File: src/rtl/mux16_rr_sequencer.sv
// mux16_rr_sequencer
//   Round-robin scheduler that shares one 16:1 bank/lane mux among 16
//   requesters. It grants one requester at a time and holds the grant for up
//   to hold_cycles cycles (0 means 16), or less if that requester drops its
//   request. One dead cycle (GAP) follows every grant, so sel never changes
//   while en is high.
// Ports
//   clk          system clock, rising edge
//   rst          synchronous active-high reset
//   req          request vector, bit i = requester i wants the mux
//   hold_cycles  maximum grant length (0 -> 16), sampled at arbitration only
//   sel          mux select: [3:2] bank, [1:0] lane (= granted index)
//   en           mux output enable, high only during an active grant
//   gnt          one-hot grant (1 << sel) while en is high, otherwise zero
//   busy         high in GRANT and GAP
module mux16_rr_sequencer #(
  parameter int N_REQ  = 16,
  parameter int HOLD_W = 4
) (
  input  logic              clk,
  input  logic              rst,
  input  logic [N_REQ-1:0]  req,
  input  logic [HOLD_W-1:0] hold_cycles,
  output logic [3:0]        sel,
  output logic              en,
  output logic [N_REQ-1:0]  gnt,
  output logic              busy
);

  typedef enum logic [1:0] {IDLE, GRANT, GAP} state_e;

  state_e     state_q, state_d;
  logic [3:0] sel_q, sel_d;
  logic [3:0] ptr_q, ptr_d;
  // 5 bits so that a hold length of 16 is represented exactly
  logic [4:0] cnt_q, cnt_d;
  logic [4:0] h_q, h_d;

  logic       found;
  logic [3:0] win;
  logic [3:0] idx;
  logic [4:0] hold_ext;
  logic       grant_end;

  // Search starts just after the last winner so it gets lowest priority.
  // k = 16 wraps to ptr itself, so a lone requester can win again.
  always_comb begin
    found = 1'b0;
    win   = 4'd0;
    idx   = 4'd0;
    for (int k = 1; k <= N_REQ; k++) begin
      idx = ptr_q + 4'(k);
      if (!found && req[idx]) begin
        found = 1'b1;
        win   = idx;
      end
    end
  end

  assign hold_ext  = (hold_cycles == '0) ? 5'd16 : 5'(hold_cycles);
  assign grant_end = !req[sel_q] || (cnt_q == h_q - 5'd1);

  always_comb begin
    state_d = state_q;
    sel_d   = sel_q;
    ptr_d   = ptr_q;
    cnt_d   = cnt_q;
    h_d     = h_q;
    case (state_q)
      IDLE: begin
        if (found) begin
          state_d = GRANT;
          sel_d   = win;
          cnt_d   = 5'd0;
          h_d     = hold_ext;
        end
      end
      GRANT: begin
        if (grant_end) begin
          state_d = GAP;
          ptr_d   = sel_q;
        end else begin
          cnt_d = cnt_q + 5'd1;
        end
      end
      GAP:     state_d = IDLE;
      default: state_d = IDLE;
    endcase
  end

  always_ff @(posedge clk) begin
    if (rst) begin
      state_q <= IDLE;
      sel_q   <= 4'd0;
      ptr_q   <= 4'd15;
      cnt_q   <= 5'd0;
      h_q     <= 5'd16;
    end else begin
      state_q <= state_d;
      sel_q   <= sel_d;
      ptr_q   <= ptr_d;
      cnt_q   <= cnt_d;
      h_q     <= h_d;
    end
  end

  assign sel  = sel_q;
  assign en   = (state_q == GRANT);
  assign gnt  = en ? (N_REQ'(1) << sel_q) : '0;
  assign busy = (state_q != IDLE);

endmodule

File: config.mk
export PLATFORM = sky130hd
export DESIGN_NAME = mux16_rr_sequencer
export DESIGN_NICKNAME = d
export VERILOG_FILES = /design/src/rtl/mux16_rr_sequencer.sv
export SDC_FILE = /design/constraint.sdc
export NUM_CORES = 1
export LEC_CHECK = 0
export ABC_AREA = 1
export CORE_UTILIZATION = 60
export DETAILED_ROUTE_END_ITERATION = 8
export PLACE_DENSITY_LB_ADDON = 0.12
export SETUP_SLACK_MARGIN = 0.4
export SYNTH_ARGS = -nofsm -noshare
export SYNTH_HDL_FRONTEND = slang
export SYNTH_SLANG_ARGS = --single-unit
File: constraint.sdc
create_clock -name clk -period 9.5 [get_ports clk]
set_input_delay 1.9 -clock clk [delete_from_list [all_inputs] [get_ports clk]]
set_output_delay 1.9 -clock clk [all_outputs]
set_load 0.05 [all_outputs]
==> results of run 1 <==
[cell type report]
| type | instances | area, sq um | area share |
|---|---|---|---|
| inverters | 65 | 244.0 | 0.07230 |
| flip-flops and latches | 20 | 400.4 | 0.1187 |
| well taps | 52 | 65.06 | 0.01928 |
| multi-input cells | 429 | 2193 | 0.6500 |
| clock buffers | 3 | 41.29 | 0.01224 |
| repair buffers | 43 | 430.4 | 0.1275 |
[critical path: cells and delay by family, from the launching register on]
family,cells,cell delay (ns)
fa+ha+maj,1,0.62
buf+inv,3,1.11
flops,1,0.85
simple gates,16,2.17
[path summary, 6_finish.rpt]
kind / start / end / cells past startpoint
max: ptr_q[1]$_SDFFE_PP1P_ / cnt_q[0]$_SDFFE_PP0P_ / 20
min: h_q[1]$_SDFFE_PP0P_ / h_q[1]$_SDFFE_PP0P_ / 2
max reg2reg: ptr_q[1]$_SDFFE_PP1P_ / cnt_q[0]$_SDFFE_PP0P_ / 20
min reg2reg: h_q[1]$_SDFFE_PP0P_ / h_q[1]$_SDFFE_PP0P_ / 2
[Yosys cell counts, types with 2 or more instances]
library cell	count
nor2_4	2
inv_2	6
nand3_1	106
o21ai_1	3
nor2_1	77
ha_1	10
xor2_1	9
nand2_2	3
or2_2	2
xnor2_1	6
o22ai_1	8
dfxtp_1	20
nand4_2	2
a31oi_1	2
nor2_8	2
nand4_1	6
nand2_1	153
nor3_1	3
o21ai_0	6
nand4_4	2
o21a_1	2
a211oi_1	2
o211ai_1	3
o311ai_0	2
clkbuf_1	3
nand3_2	3
a21oi_1	7
inv_1	58
buf_2	6
nor4_1	2
nand2_4	2
buf_6	2
[power by group through the flow]
stage	clock network (mW)	registers [mW]	logic (mW)
2_1_floorplan	0	0.140	0.881
3_3_place_gp	0	0.157	1.09
3_5_place_dp	0	0.159	1.12
4_1_cts	0.0552	0.158	1.13
5_1_grt	0.0580	0.163	1.27
6_report	0.0550	0.160	1.15
[flip-flops by register name, summed over array words and instances, names as in the netlist]
signal   flops
sel          4
cnt_q        5
state_q      2
h_q          5
ptr_q        4
[metrics by stage]
stage / worst slack, ns / util / cell area [sq um] / cells
after global placement: 4.848 / 0.7400 / 3333 / 609
after floorplan: 5.122 / - / 2902 / 525
final: 4.629 / 0.7492 / 3374 / 612
after global routing: 4.327 / 0.7492 / 3374 / 612
after detailed placement: 4.700 / 0.7400 / 3333 / 609
after CTS: 4.810 / 0.7492 / 3374 / 612
[cells by family after synthesis]
group	after synthesis	synth area share
buffers and inverters	76	0.1061
flip-flops	20	0.1380
AO/OA/AOI/OAI	37	0.07891
adder cells (fa/ha/maj)	10	0.04312
AND/OR/NAND/NOR	366	0.5791
XOR/XNOR	16	0.05477
[per-layer routing]
layer	global-route usage	vias to the layer above	routed length (um)
met5	0	-	0
met4	0.2157	0	410
met3	0.03094	37	642
met2	0.7048	178	4744
met1	0.4649	1641	3853
li1	-	1787	-
==> impl_metrics.ini, run 1 <==
[logic_synthesis]
ys_seq_area_frac = 0.1380
synth_edf_count = 0
synth_seq_cells = 20
syn_inst = 525
synth_area_per_cell_sq_um = 5.527
async_flop_share = 0
syn_nets = 557
ys.flop_type = dfxtp_1
netlist.area_leader.share = 0.1979
ys_top_cells_by_area = nand2_1 (20%), nand3_1 (18%), dfxtp_1 (14%)
ys_warn_count = 0
synth_top_area_cell = nand2_1
synth_area_sq_mm = 0.002902
synth.distinct_cells = 37

[global_route]
grt_pass1_wl_um = 15800
grt_max_degree = 25
grt_usage = 0.3929
grt.overflow.total = 0
antenna_found_initial = 0
grt_pass1_vias = 3404

[route]
drt_first_pass_iters = 5
drt-total-wl_um = 9651
viasPerCell = 5.953
drt-initial-drc-count = 491
drc = 0
routedWlPerCell_um = 15.77
num_vias = 3643
ant_nets = 0

[timing]
worst_hold_slack_ns = 0.5024
finalSetupTns_ns = 0
finalCriticalPeriod_ns = 4.871
slew_headroom = 0.4271
setup_violations = 0
tightest_slew_ns = 0.8581
post-route-period-util = 0.5127
hold_viol = 0
max_freq_mhz = 205.3
skew_ns = 0.001215
slew_violations = 0
rsz0062_at_grt = no

[pwr]
peakVddDrop_mv = 0.2725
p_seq_frac = 0.117
pwr-share-clk = 0.040
leakage_nw = 1.682
power.switching_uw = 885.2
finalPower_mw = 1.366
power_density_mw_per_mm2 = 404.7
sw_frac_of_total = 0.6482
p_int_uw = 480.5
p_comb_frac = 0.842

[floorplanning]
die_w_um = 71.54
dieArea_sq_mm = 0.005118
io_pins = 44
core-area_sq_mm = 0.004504
initial_core_util = 0.6442
placement_rows = 24
die_h_um = 71.54

[worst_setup_path]
worstPathRequired_ns = 9.66
cp_cell_sequence = inv_1, ha_1, inv_1, nand3_1, nand3_1, nand2_1, nand2_1, nand2_1, inv_2, nand4_4, nor2_4, nand4_2, nor2_4, nand4_4, nor2_8, nand4_2, nand2_1, nand2_1, nand2_1, nor2_1
cp.arrival_ns = 5.03
slowest_stage = dfxtp_1
critical_path.max_stage_delay_ns = 0.85
crit_type = flop to flop
start_kind = flop
cp-end-kind = flop
rrSetupSlack_ns = 4.63
cp_common_cell = nand2_1
crit_fanout = 19

[cells_and_area]
layout-drive-gt1-share = 0.05000
fillers = 375
nNetsFinal = 594
mostFrequentLayoutCell = nand2_1
syn_to_final_growth_pct = 16.30
antenna_cells = 0
mostFrequentLayoutCells = nand2_1 (153), nand3_1 (106), nor2_1 (77)

[place]
portBuffers = 43
gp_congestion = 0.9823
dpl.hpwl_um = 7540

[job]
maxCapViolations = 0

[clock_tree]
postCtsHoldBufs = 0
cts_tree = done
clkLatencyLatePin_ns = 0.26
ctsResizeCount = 0
cts_max_path_buffers = 2
cts_sinks = 20
clk_pin_slew_worst_paths_ns = 0.07
cts_setup_buffers = 0
htreeDepth = 1
cts_root_buf = clkbuf_8
cts_buffers = 3

[outcome]
outcome = completed

[worst_hold_path]
hold_path_class = flop to flop
Note: power is estimated with default switching activity, not from simulation.
==> run 2, diff against run 1 <==
CORE_UTILIZATION = 56   (was 60)
clock period = 4.6 ns   (was 9.5 ns; I/O delays follow)
==> run 2 against run 1 <==
Fmax up 27%. Combinational power up 110%. Flip-flop and latch count unchanged. Non-clock buffer count up 4. Die area up 6.9%. First-iteration DRC count down 43%. Sequential share of layout area down 0.17 points. Clock skew up 0.0042 ns. Register-to-register slack worse by 3.9 ns. Largest cell class unchanged.
==> impl_metrics.ini, run 2 (same netlist as run 1, synthesis figures left out) <==
[outcome]
outcome = completed

[timing]
finalSetupTns_ns = 0
hold_viol = 0
finalCriticalPeriod_ns = 3.828
slew_headroom = 0.5853
setup_violations = 0
tightest_slew_ns = 0.6192
skew_ns = 0.005366
max_freq_mhz = 261.2
rsz0062_at_grt = no
slew_violations = 0
setup_slack_ns = 0.7720
post-route-period-util = 0.8322

[clock_tree]
cts_buffers = 3
cts_setup_buffers = 0
clk_pin_slew_worst_paths_ns = 0.07
clkLatencyLatePin_ns = 0.26
cts_sinks = 20
htreeDepth = 1
cts_tree = done
postCtsHoldBufs = 0
cts_root_buf = clkbuf_8
cts_max_path_buffers = 2
ctsResizeCount = 0

[worst_setup_path]
start_kind = flop
critical_path.max_stage_delay_ns = 0.44
timing.rr.start = ptr_q[0]$_SDFFE_PP1P_
critPathLaunch = ptr_q[0]$_SDFFE_PP1P_
worstPathRequired_ns = 4.75
path_buf_inv = 3
crit_type = flop to flop
crit_fanout = 18
cp_cell_sequence = inv_2, ha_1, inv_1, nand3_1, nand3_1, nand2_1, nand2_1, nand2_1, inv_2, nand4_4, nor2_4, nand4_2, nor2_4, nand4_4, nor2_8, nand4_2, nand2_1, nand2_1, nand2_1, nor2_1
reg2reg_depth = 20
cp.arrival_ns = 3.98
slowest_stage = ha_1
rrSetupSlack_ns = 0.77
cp_top_family = simple AND/OR/NAND/NOR gates
cp_common_cell = nand2_1
cp-end-kind = flop
timing.rr.end = cnt_q[1]$_SDFFE_PP0P_

[floorplanning]
io_pins = 44
dieArea_sq_mm = 0.005473
placement_rows = 25
core-area_sq_mm = 0.004848
die_w_um = 73.98
die_h_um = 73.98
initial_core_util = 0.5985

[pwr]
sw_frac_of_total = 0.6467
peakVddDrop_mv = 0.5261
p_int_mw = 1.008
leakage_nw = 1.701
pwr-share-clk = 0.040
p_comb_frac = 0.864
p_seq_frac = 0.096
power_density_mw_per_mm2 = 833.5
power.switching_mw = 1.845

[worst_hold_path]
holdPathStages = 2
hold_path_class = flop to flop
min_from = h_q[4]$_SDFFE_PP1P_
whs_endpoint = h_q[4]$_SDFFE_PP1P_

[route]
drt-total-wl_um = 9234
drt-initial-drc-count = 280
routedWlPerCell_um = 14.63
drt_first_pass_iters = 5
ant_nets = 0
viasPerCell = 5.651
drc = 0
num_vias = 3566

[cells_and_area]
nNetsFinal = 598
final_core_util = 0.7061
layout-drive-gt1-share = 0.05674
syn_to_final_growth_pct = 17.98
mostFrequentLayoutCell = nand2_1
mostFrequentLayoutCells = nand2_1 (153), nand3_1 (106), nor2_1 (77)
antenna_cells = 0
reg_top3 = cnt_q (5), h_q (5)

[global_route]
grt_max_degree = 24
antenna_found_initial = 0
grt_pass1_vias = 3296
grt.overflow.total = 0
grt_pass1_wl_um = 15220
grt_usage = 0.3589

[place]
pre_cts_ws_ns = 0.7531
gp_congestion = 1.019
portBuffers = 43
dpl.hpwl_um = 7372

[job]
maxCapViolations = 0
## run 2: cell count changes in the layout (fill, tap and decap cells not counted)
cell / delta
buf_4: +4
## run 2: area by class of cell
type	instances	area [sq um]
Multi-Input combinational cell	429	2193
Fill cell	468	1425
Timing Repair Buffer	47	460.4
Sequential cell	20	400.4
Inverter	65	244.0
Tap cell	67	83.83
Clock buffer	3	41.29
## run 2: worst max-delay path by stage
stage                            endpoint  depth (start not counted)
finish              cnt_q[1]$_SDFFE_PP0P_                         20
global route        cnt_q[1]$_SDFFE_PP0P_                         20
CTS                 cnt_q[1]$_SDFFE_PP0P_                         20
detailed placement  cnt_q[1]$_SDFFE_PP0P_                         19
global placement    cnt_q[1]$_SDFFE_PP0P_                         19
floorplan                          gnt[0]                          6
## run 2: metrics by stage
| step | cells | hold slack, ns | power [mW] | instance area, sq um |
|---|---|---|---|---|
| final | 631 | 0.5011 | 2.853 | 3423 |
| after floorplan | 525 | 0.4587 | 2.108 | 2902 |
| after global routing | 631 | 0.5421 | 3.134 | 3423 |
| after CTS | 631 | 0.5034 | 2.799 | 3423 |
| after global placement | 628 | 0.4781 | 2.648 | 3382 |
| after detailed placement | 628 | 0.4839 | 2.668 | 3382 |
## run 2: power groups by stage
| stage | combinational, mW | clock (mW) | sequential, mW |
|---|---|---|---|
| 2_1_floorplan | 1.82 | 0 | 0.288 |
| 3_3_place_gp | 2.37 | 0 | 0.274 |
| 3_5_place_dp | 2.39 | 0 | 0.275 |
| 4_1_cts | 2.41 | 0.113 | 0.272 |
| 5_1_grt | 2.73 | 0.120 | 0.281 |
| 6_report | 2.47 | 0.113 | 0.275 |
## run 2: routing by layer
metal | GRT usage | vias to the layer above | routed length, um
li1 | - | 1796 | -
met1 | 0.4414 | 1576 | 3882
met2 | 0.6293 | 162 | 4387
met3 | 0.02846 | 32 | 559
met4 | 0.1774 | 0 | 404
met5 | 0 | - | 0
## run 2: worst min-delay path, stage by stage, from the launching register on
cell and delay [ns]:
dfxtp_1 0.32, nand2_1 0.07, nand3_1 0.07
==> run 3, diff against run 2 <==
clock period = 3.75 ns   (was 4.6 ns; I/O delays follow)
==> run 3 against run 2 <==
Sequential power grew 30%. Register-to-register slack got worse by 0.19 ns. Fmax rose by 21%. Sequential share of layout area decreased by 1.2 points. Die area unchanged. Setup slack got worse by 0.19 ns. Global-route usage decreased by 0.94 points. Via count up 6.3%. Power is 43% higher. Highest routed layer unchanged.
==> impl_metrics.ini, run 3 (same netlist as run 1, synthesis figures left out) <==
[floorplanning]
die_w_um = 73.98
die_h_um = 73.98
dieArea_sq_mm = 0.005473
core-area_sq_mm = 0.004848
io_pins = 44
placement_rows = 25
initial_core_util = 0.5985

[cells_and_area]
nNetsFinal = 616
finalNonFillerCells = 650
regArea_sq_um = 406.6
mostFrequentLayoutCells = nand2_1 (130), nand3_1 (95), nor2_1 (77)
reg_top3 = cnt_q (5), h_q (5)
multi_input_area_sq_mm = 0.002401
mostFrequentLayoutCell = nand2_1
layout-drive-gt1-share = 0.1664
antenna_cells = 0
syn_to_final_growth_pct = 33.38
fin_area_sq_mm = 0.003870
fillers = 369

[route]
viasPerCell = 5.834
drt-initial-drc-count = 332
drt_first_pass_iters = 5
routedWlPerCell_um = 15.43
num_vias = 3792
ant_nets = 0
drc = 0
drt-total-wl_um = 10030

[global_route]
grt_usage = 0.3496
antenna_found_initial = 0
grt.overflow.total = 0
grt_pass1_vias = 3296
grt_max_degree = 24
grt_pass1_wl_um = 14860

[worst_hold_path]
min_from = h_q[4]$_SDFFE_PP1P_
hold_path_class = flop to flop
holdPathStages = 2

[worst_setup_path]
reg2reg_depth = 19
cp-end-kind = flop
critPathLaunch = ptr_q[2]$_SDFFE_PP1P_
crit_fanout = 9
timing.rr.start = ptr_q[2]$_SDFFE_PP1P_
crit_type = flop to flop
worstPathRequired_ns = 3.95
cp.arrival_ns = 3.37
start_kind = flop

[pwr]
peakVddDrop_mv = 0.7132
leakage_nw = 1.981
power_density_mw_per_mm2 = 1052

[clock_tree]
cts_root_buf = clkbuf_8
cts_buffers = 3
postCtsHoldBufs = 0
clkLatencyLatePin_ns = 0.26
cts_sinks = 20
htreeDepth = 1
cts_tree = done
cts_max_path_buffers = 2
clk_pin_slew_worst_paths_ns = 0.08

[timing]
rsz0062_at_grt = no
finalCriticalPeriod_ns = 3.168
post-route-period-util = 0.8447
skew_ns = 0.007677
max_freq_mhz = 315.7
finalSetupTns_ns = 0
setup_violations = 0
worst_hold_slack_ns = 0.5135
tightest_slew_ns = 0.6912
hold_viol = 0
slew_headroom = 0.5343
slew_violations = 0

[place]
portBuffers = 43
gp_congestion = 0.9605
dpl.cell_count = 633
place_area_sq_mm = 0.003420
dpl.hpwl_um = 7060

[outcome]
outcome = completed

[job]
maxCapViolations = 0
run 3: changes by cell type in the layout (fill, tap and decap cells not counted), sizes merged:
| cell | before | now |
|---|---|---|
| inv | 64 | 63 |
| clkinvlp | 0 | 2 |
| clkdlybuf4s50 | 43 | 27 |
| bufinv | 0 | 1 |
| buf | 4 | 21 |
| dlymetal6s2s | 0 | 16 |
run 3: routing by layer:
metal / track usage / up-vias / routed length (um)
li1: - / 1830 / -
met3: 0.04607 / 42 / 817
met1: 0.4301 / 1706 / 3991
met5: 0 / - / 0
met2: 0.6141 / 214 / 4761
met4: 0.1410 / 0 / 458
run 3: layout make-up:
class | count | share of cell area
tap | 67 | 0.02166
clock buffer | 3 | 0.01067
multi-input combinational | 429 | 0.6204
timing repair buffer | 64 | 0.1684
sequential | 20 | 0.1051
clock inverter | 1 | 0.007759
timing repair inverter | 1 | 0.001293
inverter | 65 | 0.06466
run 3: per-stage QoR:
stage | utilization | total power [mW] | worst slack (ns)
floorplan | - | 2.586 | 0.4468
global placement | 0.7053 | 3.226 | 0.2527
detailed placement | 0.7053 | 3.289 | 0.1438
CTS | 0.7215 | 3.529 | 0.4302
global route | 0.7982 | 4.459 | 0.3413
finish | 0.7982 | 4.072 | 0.5823
run 3: path summary, 6_finish.rpt:
kind,endpoint,slack [ns]
min reg2reg,h_q[4]$_SDFFE_PP1P_,0.51
max reg2reg,sel[0]$_SDFFE_PP0P_,0.58
max,sel[0]$_SDFFE_PP0P_,0.58
min,h_q[4]$_SDFFE_PP1P_,0.51
run 3: repair_timing:
| action | in CTS | in global routing |
|---|---|---|
| setup endpoints to repair | 13 | 15 |
| pin swaps | 0 | 12 |
| cloned | 0 | 1 |
| endpoints found under the hold margin | 0 | 0 |
| buffers inserted | 0 | 12 |
| resized for setup | 3 | 75 |
run 3: power by group:
group	switching (mW)	internal, mW
Combinational	2.34	1.16
Clock	0.0717	0.142
Sequential	0.0845	0.273
run 3: critical path, stage by stage, from the launching register on:
cell and delay, ns:
dfxtp_4 0.43, buf_4 0.19, ha_1 0.20, xor2_2 0.29, inv_1 0.10, nand2_2 0.10, nand2_2 0.10, nor2_8 0.16
nand4_4 0.11, nor2_4 0.20, nand4_4 0.12, nor2_4 0.20, nand4_4 0.15, nor2_8 0.22, nand3_4 0.10, nand2_4 0.13
nand2_4 0.07, inv_2 0.09, nand2_1 0.07, nand2_1 0.07
